==> src/rtl/tmr_pkg.sv <==
// Shared types for the triple-modular-redundancy voter.
// FSM state encoding, lane id type and the "no lane" id.
package tmr_pkg;

   typedef enum logic [1:0] {
      ST_OK,
      ST_SUSPECT,
      ST_FAULT,
      ST_FAIL
   } tmr_state_e;

   typedef logic [1:0] lane_id_t;

   localparam lane_id_t LANE_NONE = 2'd3;

endpackage

==> src/rtl/tmr_majority.sv <==
// Combinational bitwise 2-of-3 majority with per-lane disagree flags.
// Ports: r0/r1/r2 lanes in; voted majority out; dis[k]=1 when lane k != voted.
module tmr_majority #(
   parameter int W = 1
) (
   input  logic [W-1:0] r0,
   input  logic [W-1:0] r1,
   input  logic [W-1:0] r2,
   output logic [W-1:0] voted,
   output logic [2:0]   dis
);

   assign voted = (r0 & r1) | (r0 & r2) | (r1 & r2);

   assign dis = {r2 != voted, r1 != voted, r0 != voted};

endmodule

==> src/rtl/tmr_voter.sv <==
// TMR voter: registered majority vote, faulty-lane localisation and sticky
// fault/fail status. Optional assertions under macro TMR_VOTER_SVA_EN.
// Ports: clk, rst (sync, active low), in_valid, r0/r1/r2, clear ->
//   out_valid, voted, mismatch, fault, fault_lane, fail, mm_count.
module tmr_voter #(
   parameter int W       = 1,
   parameter int PERSIST = 3,
   parameter int CNT_W   = 8
) (
   input  logic             clk,
   input  logic             rst,
   input  logic             in_valid,
   input  logic [W-1:0]     r0,
   input  logic [W-1:0]     r1,
   input  logic [W-1:0]     r2,
   input  logic             clear,
   output logic             out_valid,
   output logic [W-1:0]     voted,
   output logic             mismatch,
   output logic             fault,
   output logic [1:0]       fault_lane,
   output logic             fail,
   output logic [CNT_W-1:0] mm_count
);

   import tmr_pkg::*;

   localparam int PW = $clog2(PERSIST + 1);

   logic [W-1:0] vote;
   logic [2:0]   dis;
   logic [1:0]   ndis;
   lane_id_t     dlane;

   tmr_state_e   state_q, state_d;
   lane_id_t     lane_q, lane_d;
   logic [PW-1:0] cnt_q, cnt_d;
   logic         out_valid_q, out_valid_d;
   logic [W-1:0] voted_q, voted_d;
   logic         mismatch_q, mismatch_d;
   logic         fault_q, fault_d;
   lane_id_t     fault_lane_q, fault_lane_d;
   logic         fail_q, fail_d;
   logic [CNT_W-1:0] mm_q, mm_d;

   tmr_majority #(.W(W)) u_maj (
      .r0    (r0),
      .r1    (r1),
      .r2    (r2),
      .voted (vote),
      .dis   (dis)
   );

   assign ndis = 2'(dis[0]) + 2'(dis[1]) + 2'(dis[2]);

   // Lane id is only meaningful when exactly one lane disagrees.
   always_comb begin
      dlane = LANE_NONE;
      if (ndis == 2'd1) begin
         unique case (1'b1)
            dis[0]: dlane = 2'd0;
            dis[1]: dlane = 2'd1;
            dis[2]: dlane = 2'd2;
            default: dlane = LANE_NONE;
         endcase
      end
   end

   always_comb begin
      state_d      = state_q;
      lane_d       = lane_q;
      cnt_d        = cnt_q;
      out_valid_d  = in_valid;
      voted_d      = voted_q;
      mismatch_d   = mismatch_q;
      fault_d      = fault_q;
      fault_lane_d = fault_lane_q;
      fail_d       = fail_q;
      mm_d         = mm_q;

      if (in_valid) begin
         voted_d    = vote;
         mismatch_d = |dis;
      end

      // A sample arriving with clear still reaches the output but is
      // neither counted nor seen by the FSM.
      if (clear) begin
         state_d      = ST_OK;
         lane_d       = LANE_NONE;
         cnt_d        = '0;
         fault_d      = 1'b0;
         fault_lane_d = LANE_NONE;
         fail_d       = 1'b0;
         mm_d         = '0;
      end else if (in_valid) begin
         if (ndis != 2'd0 && mm_q != '1) begin
            mm_d = mm_q + CNT_W'(1);
         end
         if (ndis >= 2'd2) begin
            fail_d  = 1'b1;
            state_d = ST_FAIL;
            cnt_d   = '0;
         end else begin
            unique case (state_q)
               ST_OK: begin
                  if (ndis == 2'd1) begin
                     if (PERSIST == 1) begin
                        state_d      = ST_FAULT;
                        fault_d      = 1'b1;
                        fault_lane_d = dlane;
                     end else begin
                        state_d = ST_SUSPECT;
                        lane_d  = dlane;
                        cnt_d   = PW'(1);
                     end
                  end
               end
               ST_SUSPECT: begin
                  if (ndis == 2'd0) begin
                     state_d = ST_OK;
                     cnt_d   = '0;
                  end else if (dlane == lane_q) begin
                     cnt_d = cnt_q + PW'(1);
                     if (cnt_q == PW'(PERSIST - 1)) begin
                        state_d      = ST_FAULT;
                        fault_d      = 1'b1;
                        fault_lane_d = lane_q;
                     end
                  end else begin
                     lane_d = dlane;
                     cnt_d  = PW'(1);
                  end
               end
               ST_FAULT: ;
               ST_FAIL:  ;
            endcase
         end
      end
   end

   always_ff @(posedge clk) begin
      if (!rst) begin
         state_q      <= ST_OK;
         lane_q       <= LANE_NONE;
         cnt_q        <= '0;
         out_valid_q  <= 1'b0;
         voted_q      <= '0;
         mismatch_q   <= 1'b0;
         fault_q      <= 1'b0;
         fault_lane_q <= LANE_NONE;
         fail_q       <= 1'b0;
         mm_q         <= '0;
      end else begin
         state_q      <= state_d;
         lane_q       <= lane_d;
         cnt_q        <= cnt_d;
         out_valid_q  <= out_valid_d;
         voted_q      <= voted_d;
         mismatch_q   <= mismatch_d;
         fault_q      <= fault_d;
         fault_lane_q <= fault_lane_d;
         fail_q       <= fail_d;
         mm_q         <= mm_d;
      end
   end

   assign out_valid  = out_valid_q;
   assign voted      = voted_q;
   assign mismatch   = mismatch_q;
   assign fault      = fault_q;
   assign fault_lane = fault_lane_q;
   assign fail       = fail_q;
   assign mm_count   = mm_q;

`ifdef TMR_VOTER_SVA_EN
   a_lane_iff_fault: assert property (@(posedge clk) disable iff (!rst)
      (fault_lane_q != LANE_NONE) == fault_q);

   a_fault_sticky: assert property (@(posedge clk) disable iff (!rst)
      $fell(fault_q) |-> $past(clear) || !$past(rst));

   a_fail_sticky: assert property (@(posedge clk) disable iff (!rst)
      $fell(fail_q) |-> $past(clear) || !$past(rst));

   a_mm_no_wrap: assert property (@(posedge clk) disable iff (!rst)
      ($past(mm_q) == '1 && mm_q != '1)
      |-> $past(clear) || !$past(rst));

   a_valid_lat: assert property (@(posedge clk) disable iff (!rst)
      $past(rst) |-> out_valid_q == $past(in_valid));

   // With one-bit lanes two lanes cannot both differ from the majority.
   if (W == 1) begin : g_w1
      a_no_fail_w1: assert property (@(posedge clk) disable iff (!rst)
         !fail_q);
   end
`endif

endmodule

==> config.mk <==
export PLATFORM = sky130hd
export DESIGN_NAME = tmr_voter
export DESIGN_NICKNAME = d
export VERILOG_FILES = /design/src/rtl/tmr_pkg.sv /design/src/rtl/tmr_majority.sv /design/src/rtl/tmr_voter.sv
export SDC_FILE = /design/constraint.sdc
export NUM_CORES = 1
export LEC_CHECK = 0
export CAP_MARGIN = 15
export CORE_ASPECT_RATIO = 1.75
export CORE_UTILIZATION = 35
export CTS_CLUSTER_DIAMETER = 30
export DETAILED_ROUTE_END_ITERATION = 8
export PLACE_DENSITY = 0.56
export SKIP_LAST_GASP = 1
export SLEW_MARGIN = 40
export SYNTH_ARGS = -nofsm -noshare
export SYNTH_HDL_FRONTEND = slang
export SYNTH_SLANG_ARGS = --single-unit
==> constraint.sdc <==
create_clock -name clk -period 5.8 [get_ports clk]
set_clock_uncertainty 0.15 [all_clocks]
set_input_delay 1.16 -clock clk [delete_from_list [all_inputs] [get_ports clk]]
set_output_delay 1.16 -clock clk [all_outputs]
set_load 0.02 [all_outputs]
Word level (Yosys, flattened, before mapping). Index checks and enable logic that the tools add are counted.

Register bits: 21. Output and inout bits: 15. Word-level logic and storage cells: 67.

$add $sub $neg: 4. $lt $le $gt $ge: 1. Eq/ne operators: 14. Multiplexer cells: 16. Bitwise logic cells: 8. Reduce and logical (&&, ||, !) cells: 14.

Operators with widths (number): 2-bit 2-to-1 mux (12); 2-bit one-hot mux with 2 select lines (3); 6-bit AND reduction (2); 8-bit by 1-bit adder with 8-bit output, second input constant (1); 4-bit inequality test, second input constant (2); 8-bit inequality test, second input constant (1); 2-bit inequality test, second input constant (3); 2-bit one-hot mux with 3 select lines (1); 5-bit AND reduction (1); 2-bit by 1-bit equality test with 1-bit output, second input constant (2); 2-bit logical NOT (2); 2-bit AND reduction (2); 2-bit nonzero test (2); 1-bit AND (3); 1-bit inequality test (3); 3-bit inequality test, second input constant (1); 1-bit inverter (3); 3-bit AND reduction (1); 3-bit nonzero test (1); 3-bit OR reduction (1); 1-bit by 1-bit adder with 2-bit output (1); 2-bit by 1-bit adder with 2-bit output (1); 2-bit by 1-bit adder with 2-bit output, second input constant (1); 2-bit equality test (1); 5 further kinds (6).

Depth between registers and ports, before layout.
Depth in word-level cells: 13. Mapped depth: 9. Gate-level depth less buffers: 9.

Modules after synthesis. A second synthesis with hierarchy kept.

Cells, all modules: 126. Area, all modules: 1123.6 um^2.

By module, submodules not included: tmr_voter (instances 1, cells an instance 117, area an instance 1064.8 um^2, sequential area each 420.4 um^2); tmr_majority (instances 1, cells an instance 9, area an instance 58.8 um^2, sequential area each 0.0 um^2).

Worst setup path after synthesis. OpenSTA, ideal clock, no wires.

Kind: in2reg. Start point: in r0. End point: reg cnt_q[1]. Library setup time: 0.101 ns. Data arrival time: 3.280 ns. Required time: 5.549 ns. Slack: 2.269 ns. Cell stages on the path: 9. Path buffers: 1. Cell sequence: ha_1 -> or4b_1 -> nand2_1 -> ha_1 -> clkbuf_1 -> inv_1 -> or3_1 -> and2_1 -> o41ai_1.

Longest elaborated chain between the ends: 13.

Ends and longest elaborated chain: start: declaration (line tmr_voter.sv:13) `input logic [W-1:0] r0,`; 1-bit AND (line tmr_majority.sv:13) `assign voted = (r0 & r1) | (r0 & r2) | (r1 & r2);`; 1-bit OR (2 in a row) (line tmr_majority.sv:13); 1-bit inequality test (line tmr_majority.sv:15) `assign dis = {r2 != voted, r1 != voted, r0 != voted};`; 1-bit by 1-bit adder with 2-bit output (line tmr_voter.sv:54) `assign ndis = 2'(dis[0]) + 2'(dis[1]) + 2'(dis[2]);`; 2-bit by 1-bit adder with 2-bit output (line tmr_voter.sv:54); 2-bit by 1-bit equality test with 1-bit output (line tmr_voter.sv:59, tmr_voter.sv:107); 2-bit 2-to-1 mux (line tmr_voter.sv:59) `if (ndis == 2'd1) begin`; 2-bit equality test (line tmr_voter.sv:123) `end else if (dlane == lane_q) begin`; 2-bit 2-to-1 mux (line tmr_voter.sv:123); 2-bit 2-to-1 mux (line tmr_voter.sv:120) `if (ndis == 2'd0) begin`; 2-bit one-hot mux with 2 select lines (line tmr_voter.sv:105) `unique case (state_q)`; 2-bit 2-to-1 mux (line tmr_voter.sv:100) `if (ndis >= 2'd2) begin`; end signal: assignment (line tmr_voter.sv:157) `cnt_q <= cnt_d;`; end: declaration (line tmr_voter.sv:37) `logic [PW-1:0] cnt_q, cnt_d;`.

Several ways; a longest one is shown, not always the timed one. A chain may end at the register's enable or synchronous reset.

Final worst setup path.
Start point: in r0. End point: reg mm_q[5] (netlist: mm_count[5]).

Longest elaborated chain between the ends: 9.

Ends and longest elaborated chain: 1-bit AND (line tmr_majority.sv:13); 1-bit OR (2 in a row) (line tmr_majority.sv:13); 1-bit inequality test (line tmr_majority.sv:15); 1-bit by 1-bit adder with 2-bit output (line tmr_voter.sv:54); 2-bit by 1-bit adder with 2-bit output (*) (line tmr_voter.sv:54); 2-bit nonzero test (*) (line tmr_voter.sv:97) `if (ndis != 2'd0 && mm_q != '1) begin`; 1-bit logical AND (*) (line tmr_voter.sv:97); 2-bit AND reduction (no line) (*); end signal: assignment (line tmr_voter.sv:164) `mm_q <= mm_d;`; end: declaration (line tmr_voter.sv:44) `logic [CNT_W-1:0] mm_q, mm_d;`.

Mark *: on every way between the ends. The rest lies on a longest branch, timed or not.

==> reports/results.tsv <==
stage	metric	value	unit
timing	drv_slew	0	
logic_synthesis	synth_top_area_cell	dfxtp_1	
logic_synthesis	ys_ff_latch	21	
timing	max_freq	0.236	GHz
logic_synthesis	synthTopCellsByCount	dfxtp_1 (21), a21oi_1 (11), nor2_1 (9)	
cells_and_area	seqCellArea	420	µm²
timing	slew-limit-headroom	0.494	
flow_run	maxCapViolations	0	
die	num_rows	28	
logic_synthesis	synth.distinct_cells	46	
cells_and_area	final_cell_area	1510	µm²
drt	wl	3140	µm
global_routing	antenna_found_initial	0	
power_and_ir_drop	p_clk_frac	0.301	
drt	drt-initial-drc-count	30	
placement	dp_hpwl	2400	µm
timing	period_share	0.731	
power_and_ir_drop	p_int	0.224	mW
placement	placed_area	1470	µm²
drt	wl_per_cell	15.0	µm
setup_path	path_class	input port to flip-flop	
cts	h-tree-depth	1	
placement	port_buffers	21	
drt	ant_nets	0	
global_routing	grt_max_degree	14	
logic_synthesis	yosys-top-cells-area	dfxtp_1 (34%), ha_1 (5.1%), a21oi_1 (4.4%), nand2b_1 (3.5%), o21ai_0 (2.8%)	
cts	ctsLongestPathBuffers	2	
cts	cts_resized	0	
timing	worstMarginPinSlew	0.758	ns
min_path	hold_class	flip-flop to flip-flop	
setup_path	critPathMaxStageDelay	0.60	ns
logic_synthesis	synth-seq-area-share	0.339	
global_routing	grt_use_total	0.186	
cts	cts_buffers	3	
cells_and_area	multi_input_area	761	µm²
die	dieArea	3790	µm²
drt	dr.pass1.iters	4	
global_routing	grt_first_pass_wirelength	5110	µm
logic_synthesis	synth_top_cell_area_share	0.339	
logic_synthesis	synth-warning-count	0	
global_routing	grt_pass1_vias	1160	
setup_path	cp.required	5.84	ns
timing	min_period	4.24	ns
setup_path	cp_cell_sequence	clkdlybuf4s50_1 -> ha_1 -> or4b_1 -> nand2_1 -> ha_1 -> a221o_1 -> o211ai_1 -> or4_1 -> a21oi_1	
timing	finalHoldViolations	0	
setup_path	crit_slowest_cell	clkdlybuf4s50_1	
cts	cts_num_sinks	21	
logic_synthesis	async_flop_share	0	
power_and_ir_drop	cellPowerDensity	209	nW/µm²
power_and_ir_drop	p_sw_frac	0.289	
cts	ctsHoldBuffers	0	
cells_and_area	antennaDiodeCount	0	
global_routing	grt_overflow	0	
setup_path	arrival	4.28	ns
logic_synthesis	yosysMostFrequentCell	dfxtp_1	
cts	post_cts_buffers	0	
drt	remaining_drc_errors	0	
cts	path_clk_slew	0.07	ns
logic_synthesis	syn_nets	160	
power_and_ir_drop	p_leak	0.530	nW
power_and_ir_drop	pwr-share-comb	0.216	
cells_and_area	drive_gt1_frac	0.0427	
timing	grt_setup_unrepaired	false	
power_and_ir_drop	worst_ir_drop_vdd	159	µV
logic_synthesis	synth_edf_count	0	
die	fp.dieW	47.0	µm
setup_path	start_kind	input port	
drt	viasPerCell	5.68	
setup_path	worstPathMaxFanout	12	
cells_and_area	fin_nets	177	
logic_synthesis	postSynthCellCount	148	
logic_synthesis	synthFlopType	dfxtp_1	
placement	gp_congestion	0.728	
die	initial_utilization	0.368	
cts	worstSkewPairLatency	0.26	ns
setup_path	endpoint_kind	flip-flop	
die	io-pin-count	22	
cts	clockRootBuffer	clkbuf_8	
cts	cts_tree	done	
power_and_ir_drop	power_switching	0.0913	mW
setup_path	cpMostUsedCell	ha_1	
cells_and_area	area_delta_synth_final	22.0	%
status	status	finished clean	
die	die_y	80.7	µm
cells_and_area	fillers	377	
die	core_area	3360	µm²
logic_synthesis	synth.avg_cell_area	8.37	µm²
logic_synthesis	syn_area	1240	µm²
timing	setup_violations	0	
power_and_ir_drop	seq_power_share	0.483	
timing	tns	0	ns
drt	vias	1187	
## per-layer routing
layer  share of wire  track usage  wire length (µm)
met5               0            0                 0
met4           0.024       0.0857                76
met3           0.027       0.0247                84
met2            0.55        0.361              1730
met1            0.40        0.176              1250
## worst paths after layout
path | from | endpoint | slack [ns] | cells after the start
min reg2reg | fault | fault | 0.34 | 1
max | r0 | mm_count[5] | 1.56 | 9
max reg2reg | lane_q[1] | fault_lane[0] | 3.87 | 5
min | fault | fault | 0.34 | 1
## critical path: cells and delay by family
| family | cells | cell delay, ns |
|---|---|---|
| buffers and inverters | 1 | 0.60 |
| and+or+nand+nor | 3 | 1.23 |
| adders and majority gates | 2 | 0.52 |
| AOI/OAI and AO/OA | 3 | 0.78 |
## through the flow
step	util	instances	total power, mW	hold WS (ns)	worst slack, ns
floorplan	-	148	0.203	0.295	2.27
global placement	0.436	205	0.222	0.296	1.46
detailed placement	0.436	205	0.224	0.325	1.34
CTS	0.449	209	0.320	0.342	1.59
global route	0.449	209	0.329	0.365	1.34
finish	0.449	209	0.315	0.339	1.56
## final cells by class
type	instances	share of cell area
Clock buffer	4	0.0298
Inverter	5	0.0124
Multi-Input combinational cell	113	0.503
Sequential cell	21	0.278
Tap cell	45	0.0373
Timing Repair Buffer	21	0.139
## cell families (layout without fill, tap and decap cells)
logic type / after synthesis / after routing / share of synthesized area
AND/OR/NAND/NOR: 58 / 58 / 0.273
AO/OA/AOI/OAI: 45 / 45 / 0.255
adder cells (fa/ha/maj): 5 / 5 / 0.0505
flip-flops: 21 / 21 / 0.339
buffers and inverters: 14 / 30 / 0.0465
multiplexers: 1 / 1 / 0.00808
XOR/XNOR: 4 / 4 / 0.0283
## sequential cells by signal, indices dropped and copies added, names as in the netlist, 2 cells and up
name        flops
mm_count        8
state_q         2
fault_lane      2
lane_q          2
cnt_q           2
## power groups by stage
stage	logic, mW	registers [mW]	clock network [mW]
floorplan	0.0457	0.157	0
global placement	0.0663	0.156	0
detailed placement	0.0682	0.156	0
CTS	0.0689	0.152	0.0986
global route	0.0750	0.153	0.101
finish	0.0682	0.152	0.0950
## placed cells by master, fill, tap and decap left out, types with 3 or more instances in the layout
| master | n |
|---|---|
| dfxtp_1 | 21 |
| clkdlybuf4s50_1 | 21 |
| a21oi_1 | 11 |
| nor2_1 | 9 |
| nand2_1 | 8 |
| nand2b_1 | 7 |
| o21ai_0 | 7 |
| nand3_1 | 6 |
| inv_1 | 5 |
| nand4_1 | 5 |
| ha_1 | 5 |
| o211ai_1 | 4 |
| a211oi_1 | 3 |
| nor4_1 | 3 |
| o31ai_1 | 3 |
| or3_1 | 3 |
| a31oi_1 | 3 |
| nor2b_1 | 3 |
| clkbuf_8 | 3 |
No activity file was read; power rests on OpenSTA's default activity.
